$ cat src/rtl/iter_shifter_pkg.sv
// Shared definitions for the iterative shift/rotate unit.
// Op and state encodings are also consumed by ALU decode.
package iter_shifter_pkg;

  typedef enum logic [2:0] {
    OP_SLL = 3'b000,
    OP_SRL = 3'b001,
    OP_SRA = 3'b010,
    OP_ROL = 3'b011,
    OP_ROR = 3'b100
  } op_e;

  typedef enum logic [1:0] {
    ST_IDLE  = 2'b00,
    ST_SHIFT = 2'b01,
    ST_DONE  = 2'b10
  } state_e;

  function automatic logic is_shift_op(
    input logic [2:0] op
  );
    return op <= 3'(OP_ROR);
  endfunction

endpackage

$ cat src/rtl/iter_shifter_if.sv
// Request/result bundle between the ALU issue logic
// and the iterative shifter.
interface iter_shifter_if #(
  parameter int WIDTH   = 32,
  parameter int SHAMT_W = $clog2(WIDTH)
);

  logic               start;
  logic               flush;
  logic [2:0]         op;
  logic [WIDTH-1:0]   d;
  logic [SHAMT_W-1:0] shamt;
  logic               busy;
  logic               done;
  logic [WIDTH-1:0]   q;

  modport master (
    output start,
    output flush,
    output op,
    output d,
    output shamt,
    input  busy,
    input  done,
    input  q
  );

  modport slave (
    input  start,
    input  flush,
    input  op,
    input  d,
    input  shamt,
    output busy,
    output done,
    output q
  );

endinterface

$ cat src/rtl/iter_shifter_shift_step.sv
// One shift/rotate step of k bits (0..STEP) on the
// working value; purely combinational.
module shift_step
  import iter_shifter_pkg::*;
#(
  parameter int WIDTH = 32,
  parameter int STEP  = 1,
  parameter int KW    = $clog2(STEP + 1)
) (
  input  logic [WIDTH-1:0] i_work,
  input  op_e              i_op,
  input  logic             i_sign,
  input  logic [KW-1:0]    i_k,
  output logic [WIDTH-1:0] o_work
);

  localparam logic [WIDTH-1:0] ONES = '1;

  logic [31:0]      w_kc;
  logic [WIDTH-1:0] w_fill;

  assign w_kc = 32'(WIDTH) - 32'(i_k);

  // Vacated high bits after an arithmetic right shift
  assign w_fill = i_sign ? ~(ONES >> i_k) : '0;

  always_comb begin
    o_work = i_work;
    unique case (1'b1)
      (i_op == OP_SLL): o_work = i_work << i_k;
      (i_op == OP_SRL): o_work = i_work >> i_k;
      (i_op == OP_SRA): o_work = (i_work >> i_k) | w_fill;
      (i_op == OP_ROL):
        o_work = (i_work << i_k) | (i_work >> w_kc);
      (i_op == OP_ROR):
        o_work = (i_work >> i_k) | (i_work << w_kc);
      default: o_work = i_work;
    endcase
  end

endmodule

$ cat src/rtl/iter_shifter.sv
// Multi-cycle shift/rotate unit: up to STEP bits per
// clock, one-cycle done pulse with the final result.
module iter_shifter
  import iter_shifter_pkg::*;
#(
  parameter int WIDTH   = 32,
  parameter int STEP    = 1,
  parameter int SHAMT_W = $clog2(WIDTH)
) (
  input  logic         clk,
  input  logic         rst_n,
  iter_shifter_if.slave bus
);

  localparam int KW = $clog2(STEP + 1);

  state_e             r_state;
  state_e             w_state_nxt;
  op_e                r_op;
  logic [WIDTH-1:0]   r_work;
  logic [WIDTH-1:0]   r_q;
  logic [SHAMT_W-1:0] r_cnt;
  logic               r_sign;

  logic [WIDTH-1:0]   w_shifted;
  logic [SHAMT_W-1:0] w_cnt_nxt;
  logic [SHAMT_W-1:0] w_shamt_in;
  logic [KW-1:0]      w_k;
  logic               w_accept;
  logic               w_fin;
  logic               w_step;

  // k = min(STEP, cnt); the remainder always fits in KW bits
  assign w_k = (32'(r_cnt) >= 32'(STEP)) ?
               KW'(STEP) : KW'(r_cnt);

  assign w_cnt_nxt  = r_cnt - SHAMT_W'(w_k);
  assign w_fin      = (w_cnt_nxt == '0);
  assign w_shamt_in = is_shift_op(bus.op) ?
                      bus.shamt : '0;
  assign w_accept   = bus.start &&
                      (r_state != ST_SHIFT);
  assign w_step     = (r_state == ST_SHIFT) &&
                      !bus.flush;

  shift_step #(
    .WIDTH (WIDTH),
    .STEP  (STEP),
    .KW    (KW)
  ) u_step (
    .i_work (r_work),
    .i_op   (r_op),
    .i_sign (r_sign),
    .i_k    (w_k),
    .o_work (w_shifted)
  );

  always_comb begin
    w_state_nxt = r_state;
    unique case (r_state)
      ST_IDLE, ST_DONE: begin
        if (!w_accept)
          w_state_nxt = ST_IDLE;
        else if (w_shamt_in == '0)
          w_state_nxt = ST_DONE;
        else
          w_state_nxt = ST_SHIFT;
      end
      ST_SHIFT: begin
        if (bus.flush)
          w_state_nxt = ST_IDLE;
        else if (w_fin)
          w_state_nxt = ST_DONE;
      end
      default: w_state_nxt = ST_IDLE;
    endcase
  end

  always_ff @(posedge clk or negedge rst_n) begin
    if (!rst_n) begin
      r_state <= ST_IDLE;
      r_op    <= OP_SLL;
      r_work  <= '0;
      r_q     <= '0;
      r_cnt   <= '0;
      r_sign  <= 1'b0;
    end else begin
      r_state <= w_state_nxt;
      if (w_accept) begin
        r_op   <= op_e'(bus.op);
        r_work <= bus.d;
        r_cnt  <= w_shamt_in;
        r_sign <= bus.d[WIDTH-1];
        if (w_shamt_in == '0)
          r_q <= bus.d;
      end else if (w_step) begin
        r_work <= w_shifted;
        r_cnt  <= w_cnt_nxt;
        if (w_fin)
          r_q <= w_shifted;
      end
    end
  end

  assign bus.busy = (r_state == ST_SHIFT);
  assign bus.done = (r_state == ST_DONE);
  assign bus.q    = r_q;

endmodule

$ cat src/flat_wrapper.sv
// flat-port wrapper written by rule: the top's interface ports become plain ports
module iter_shifter_flat import iter_shifter_pkg::*;
#(
  parameter int WIDTH   = 32,
  parameter int STEP    = 1,
  parameter int SHAMT_W = $clog2(WIDTH)
)
  (clk, rst_n, bus_start, bus_flush, bus_op, bus_d, bus_shamt, bus_busy, bus_done, bus_q);
  iter_shifter_if #(.WIDTH(WIDTH), .SHAMT_W(SHAMT_W)) bus_i ();
  input  logic clk;
  input  logic rst_n;
  input wire logic [$bits(bus_i.start)-1:0] bus_start;
  input wire logic [$bits(bus_i.flush)-1:0] bus_flush;
  input wire logic [$bits(bus_i.op)-1:0] bus_op;
  input wire logic [$bits(bus_i.d)-1:0] bus_d;
  input wire logic [$bits(bus_i.shamt)-1:0] bus_shamt;
  output wire logic [$bits(bus_i.busy)-1:0] bus_busy;
  output wire logic [$bits(bus_i.done)-1:0] bus_done;
  output wire logic [$bits(bus_i.q)-1:0] bus_q;
  assign bus_i.start = bus_start;
  assign bus_i.flush = bus_flush;
  assign bus_i.op = bus_op;
  assign bus_i.d = bus_d;
  assign bus_i.shamt = bus_shamt;
  assign bus_busy = bus_i.busy;
  assign bus_done = bus_i.done;
  assign bus_q = bus_i.q;
  iter_shifter #(.WIDTH(WIDTH), .STEP(STEP), .SHAMT_W(SHAMT_W)) u_core (.clk(clk), .rst_n(rst_n), .bus(bus_i));
endmodule
$ cat config.mk
export PLATFORM = sky130hd
export DESIGN_NAME = iter_shifter_flat
export DESIGN_NICKNAME = d
export VERILOG_FILES = /design/src/rtl/iter_shifter_pkg.sv /design/src/rtl/iter_shifter_if.sv /design/src/rtl/iter_shifter_shift_step.sv /design/src/rtl/iter_shifter.sv /design/src/flat_wrapper.sv
export SDC_FILE = /design/constraint.sdc
export NUM_CORES = 1
export LEC_CHECK = 0
export BUFFER_PORTS_ARGS = -buffer_cell sky130_fd_sc_hd__buf_2
export CAP_MARGIN = 10
export CORE_ASPECT_RATIO = 0.7
export CORE_UTILIZATION = 56
export DETAILED_ROUTE_END_ITERATION = 10
export HOLD_SLACK_MARGIN = 0.12
export PLACE_DENSITY = 0.86
export SYNTH_ARGS = -nofsm -noshare
export SYNTH_HDL_FRONTEND = slang
export SYNTH_SLANG_ARGS = --single-unit
$ cat constraint.sdc
create_clock -name clk -period 3.2 [get_ports clk]
set_input_delay 0.48 -clock clk [delete_from_list [all_inputs] [get_ports clk]]
set_output_delay 0.48 -clock clk [all_outputs]
set_load 0.02 [all_outputs]
Word-level counts from Yosys, hierarchy flattened
Cells that the tools add are included.

Add/sub/neg operators: 2. Bitwise logic cells: 4. $lt $le $gt $ge: 2. Eq/ne operators: 9. Muxes and demuxes: 17. Shift-type cells: 5. Reduce and logical (&&, ||, !) cells: 11.

Operator list (number): $mux W32 (7); $pmux W32 S5 (1); $or A32 B32 Y32 (3); $not A32 Y32 (1); $shl A32 B1 Y32 (1); $shl A32 B32 Y32 (1); $shr A32 B1 Y32 (1); $shr A32 B1 Y32 const A (1); $shr A32 B32 Y32 (1); $mux W5 (3); $logic_not A5 Y1 (2); $mux W2 (4); $sub A6 B1 Y7 const A (1); $eq A3 B2 Y1 const B (2); $ge A5 B1 Y1 const B (1); $sub A5 B1 Y5 (1); $pmux W2 S2 (1); $reduce_bool A2 Y1 (2); $eq A3 B1 Y1 const B (1); $eq A3 B3 Y1 const B (1); $le A3 B3 Y1 const B (1); $logic_not A3 Y1 (1); $ne A3 B2 Y1 const B (1); $reduce_and A3 Y1 (1); 9 further kinds (10).

Logic and storage cells: 56. Bits of input ports: 44. Output and inout bits: 34. Bits in registers: 75.

Longest topological paths before layout
Depth in word-level cells: 10. Gate-level depth with buffers: 13. Mapped depth without buffers: 10.

Hierarchy
Synthesis repeated with hierarchy kept, for this count alone.

Cell total of the unflattened synthesis: 559. Area, all modules: 4967.3 um^2.

Modules (own cells, without submodules): iter_shifter (cells an instance 405, area an instance 3813.7 um^2, times used 1, sequential area each 1876.8 um^2); shift_step (cells an instance 154, area an instance 1153.6 um^2, times used 1, sequential area each 0.0 um^2).

Worst setup path before layout
No wires, ideal clock.

Kind: flip-flop to flip-flop. From: reg u_core.r_cnt[0]. To: reg u_core.r_q[0] (netlist: u_core.bus.q[0]). Cell stages (with the launch flop): 12. Setup time: 0.125 ns. Data required time: 3.075 ns. Slack: 0.678 ns. Arrival time: 2.398 ns. Period minus slack after synthesis: 2.522 ns. Path buffers: 2. Cells stage by stage: dfrtp_1 > nor4_4 > and2_1 > buf_2 > buf_2 > or2_2 > inv_1 > ha_1 > xnor2_1 > nand4_1 > o21ai_2 > mux2_2.

Longest elaborated chain between the ends: 10. Elaborated cells on any way between the ends: 21. Classes of those cells: add/sub (2); order compare (1); shift (5); mux (6); bitwise (4); reduce/logical (3).

RTL lines: start: declaration (line iter_shifter.sv:22) `logic [SHAMT_W-1:0] r_cnt;`; start signal: assignment (line iter_shifter.sv:92) `r_cnt <= w_shamt_in;`; start signal: assignment (line iter_shifter.sv:98) `r_cnt <= w_cnt_nxt;`; parallel branches: the longest is 10 deep, another holds $sub A6 B1 Y7; end signal: assignment (line iter_shifter.sv:95) `r_q <= bus.d;`; end signal: assignment (line iter_shifter.sv:100) `r_q <= w_shifted;`; end: declaration (line iter_shifter.sv:21) `logic [WIDTH-1:0] r_q;`.

Parallel ways; which one is timed is not known. The select of a mux whose other input is x is not followed. A chain may end at the register's enable or synchronous reset.

Worst setup path after layout
From: reg u_core.r_cnt[0]. To: reg u_core.r_q[28] (netlist: u_core.bus.q[28]).

The elaborated chain is that of the path after synthesis.

==> run metrics <==
CTS resizes=0; Pre-antenna DRT Iters=9; PwrDens=1070 nW/um2; Clock Latency Late Sink=0.35 ns; WL/cell=16.6 um; Compound-Gate Fraction of Synth Area=22.3%; area leader, netlist=dfrtp_1; Seq/Total Area, Yosys=44.1%; Max-cap violations=0; Final Cycle Share=85.2%; initial antenna violation count=0; clock slew at reported path FFs=0.07 ns; count of final max-slew check failures=0; Die Y-Extent=74.9 um; Leak Pwr=2.01 nW; adder-cell area share of the yosys netlist=0.824%; Final setup viols=0; Synth Cell Area=4250 um2; DRC errors left=0; critical path data required time=3.46 ns; Tightest Pin Transition=0.830 ns; setup TNS=0 ns; clock sink total=75; IO buf count=77; vias in the first global route=3842; Ys Warns=0; ant diodes=0; register bit total from synthesis=75; share of layout cells above drive strength 1=20.7%; DP Cell Count=648; startpoint types=register; Critical Setup Path Class=register to register; Area Overhead vs Synth=13.2%; clock skew=0.00627 ns; status=finished, final reports clean; fin cells=663; Vias=4221; Fillers=650; largest net degree at the start of global routing=42; Max-slew headroom=44.7%; Worst Hold Class=input pin to async pin; Chip Width=106 um; largest family of logic cells by synthesized area=simple AND/OR/NAND/NOR gates; post-synthesis mux area share=0.794%; Fmax=367 MHz; H-tree Lvls=3; # rows=26; clk buf depth=2; I/O pin cnt=78; crit-path max FO=32; Initial Utilization=58.1%; Worst IR Drop VDD=0.000461 V; Vias/cell=6.37; Critical Path AT=2.99 ns; leading post-synthesis cells by cell area=dfrtp_1 (44%), nor3_1 (11%), o221ai_1 (6.4%); GPL Wtd Cong=0.802; DIE AREA=7950 um2; Synth Area in Simple Gates=24.3%; grt ovf=0; syn_nets=555; DPL Wire Length=7.27 mm; antenna-violating nets left=0; total wire length=11.0 mm; Root Buffer=clkbuf_8; Yosys cell types=43; fin crit period=2.73 ns; final net count=607; Crit. End Element=register; starting DRC count in detailed routing=458; # Post-CTS Setup Buffers=0; core footprint=7320 um2; post-synth top area share=44.1%; CTS Buf Count=9; CTS tree=built; Post-Synth XOR/XNOR Area=1.03%; Total GRT Usage=29.1%; Hold Fails Final Rpt=0; unrepaired setup endpoints after global routing=false; syn_area_per_cell=8.36 um2; Synth Instances=509; CTS Hold Bufs=0; global-route wire length before repair=18.3 mm
## sequential cells by signal, summed over array words and instances, names as in the netlist
name,flops
u_core.bus.q,32
u_core.r_cnt,5
u_core.r_op,3
u_core.r_sign,1
u_core.r_state,2
u_core.r_work,32
## power by group
group	switching [W]	internal [W]
Sequential	0.000459	0.00137
Combinational	0.00165	0.00105
Clock	0.000332	0.000295
## worst max-delay path, stage by stage, from the launching register on
cell     delay [ns]
dfrtp_1        0.43
nor4_4         0.37
and2_1         0.21
or2_2          0.14
inv_1          0.04
ha_1           0.19
xnor2_1        0.19
nand4_1        0.19
o21ai_4        0.38
buf_12         0.27
nor2_1         0.06
a31oi_1        0.17
## logic make-up (layout without fill, tap and decap cells)
family | Yosys count | count (layout)
AOI/OAI and AO/OA | 143 | 143
and+or+nand+nor | 225 | 225
DFF | 75 | 75
adders and majority gates | 3 | 3
buffers and inverters | 55 | 111
muxes | 3 | 3
xor gates and xnor gates | 5 | 5
## placed cells by master (no fill, tap or decap), types with 2 or more instances in the layout
cell / netlist / layout
nor3_1: 91 / 91
buf_2: 22 / 77
dfrtp_1: 75 / 74
nor2_1: 64 / 64
nand2_1: 53 / 53
o22ai_1: 32 / 32
o21ai_1: 31 / 31
o221ai_1: 31 / 31
a31oi_1: 31 / 31
buf_4: 6 / 11
clkbuf_8: 0 / 10
inv_1: 6 / 6
o21ai_0: 5 / 5
mux2_2: 3 / 3
clkinv_2: 0 / 3
nor2b_1: 2 / 2
o21a_1: 2 / 2
or3_1: 2 / 2
a21oi_1: 2 / 2
xnor2_1: 3 / 2
a22oi_1: 2 / 2
ha_1: 2 / 2
clkbuf_1: 18 / 2
buf_12: 0 / 2
## through the flow
stage / cell area [um2] / total power [W] / worst slack [ns] / util, % / hold WS, ns
6_report: 4810 / 0.00516 / 0.475 / 65.7 / 0.228
5_1_grt: 4810 / 0.00555 / 0.312 / 65.7 / 0.276
4_1_cts: 4810 / 0.00514 / 0.487 / 65.7 / 0.246
3_5_place_dp: 4650 / 0.00450 / 0.548 / 63.6 / 0.492
3_3_place_gp: 4650 / 0.00437 / 0.683 / 63.6 / 0.456
2_1_floorplan: 4250 / 0.00380 / 0.678 / - / 0.184
## area by class of cell
cell class | instances | area [um2] | area share [%]
clock inverters | 3 | 15.0 | 0.312
flip-flops and latches | 75 | 1880 | 39.0
inverters | 6 | 22.5 | 0.468
well taps | 98 | 123 | 2.55
repair buffers | 90 | 508 | 10.6
multi-input cells | 379 | 2120 | 44.1
clock buffers | 12 | 145 | 3.02
## path summary, 6_finish.rpt
kind                            startpoint                to  slack, ns  cells after the start
max                        u_core.r_cnt[0]  u_core.bus.q[28]       0.47                     11
min                                  rst_n   u_core.bus.q[6]       0.23                      1
max reg2reg                u_core.r_cnt[0]  u_core.bus.q[28]       0.47                     11
min reg2reg                  u_core.r_sign     u_core.r_sign       0.51                      2
max in group asynchronous            rst_n    u_core.r_op[2]       2.26                      2
min in group clk                 bus_op[0]    u_core.r_op[0]       0.34                      3
## cell usage after synthesis
cell / instances
o21ai_1: 31
a31oi_1: 31
nor2b_1: 2
a21oi_2: 1
o31ai_1: 1
inv_1: 6
nand2_1: 53
or4b_2: 1
buf_6: 3
xnor2_1: 3
or4bb_1: 1
o21a_1: 2
a22oi_1: 2
and2_0: 1
nand2b_2: 1
ha_1: 2
buf_2: 22
nor3b_2: 1
xor2_1: 2
nand4_1: 1
a222oi_1: 1
o21ai_0: 5
and2_1: 2
maj3_1: 1
buf_4: 6
a21oi_1: 2
a32o_1: 1
mux2_2: 3
o21ai_2: 1
o22ai_1: 32
nand3_1: 1
nand2b_1: 1
or2_2: 1
o211a_1: 1
nor3_1: 91
nor2_1: 64
dfrtp_1: 75
o31a_1: 1
clkbuf_1: 18
nor4_4: 1
or3_1: 2
o221ai_1: 31
or3b_1: 1
## layer usage
metal | routed length (um) | global-route usage (%) | vias to the layer above
met2 | 5210 | 47.3 | 202
met1 | 4910 | 39.7 | 2010
met3 | 815 | 7.45 | 15
met4 | 86 | 7.41 | 0
li1 | - | - | 1994
met5 | 0 | 0 | -
Note: power is estimated with default switching activity, not from simulation.
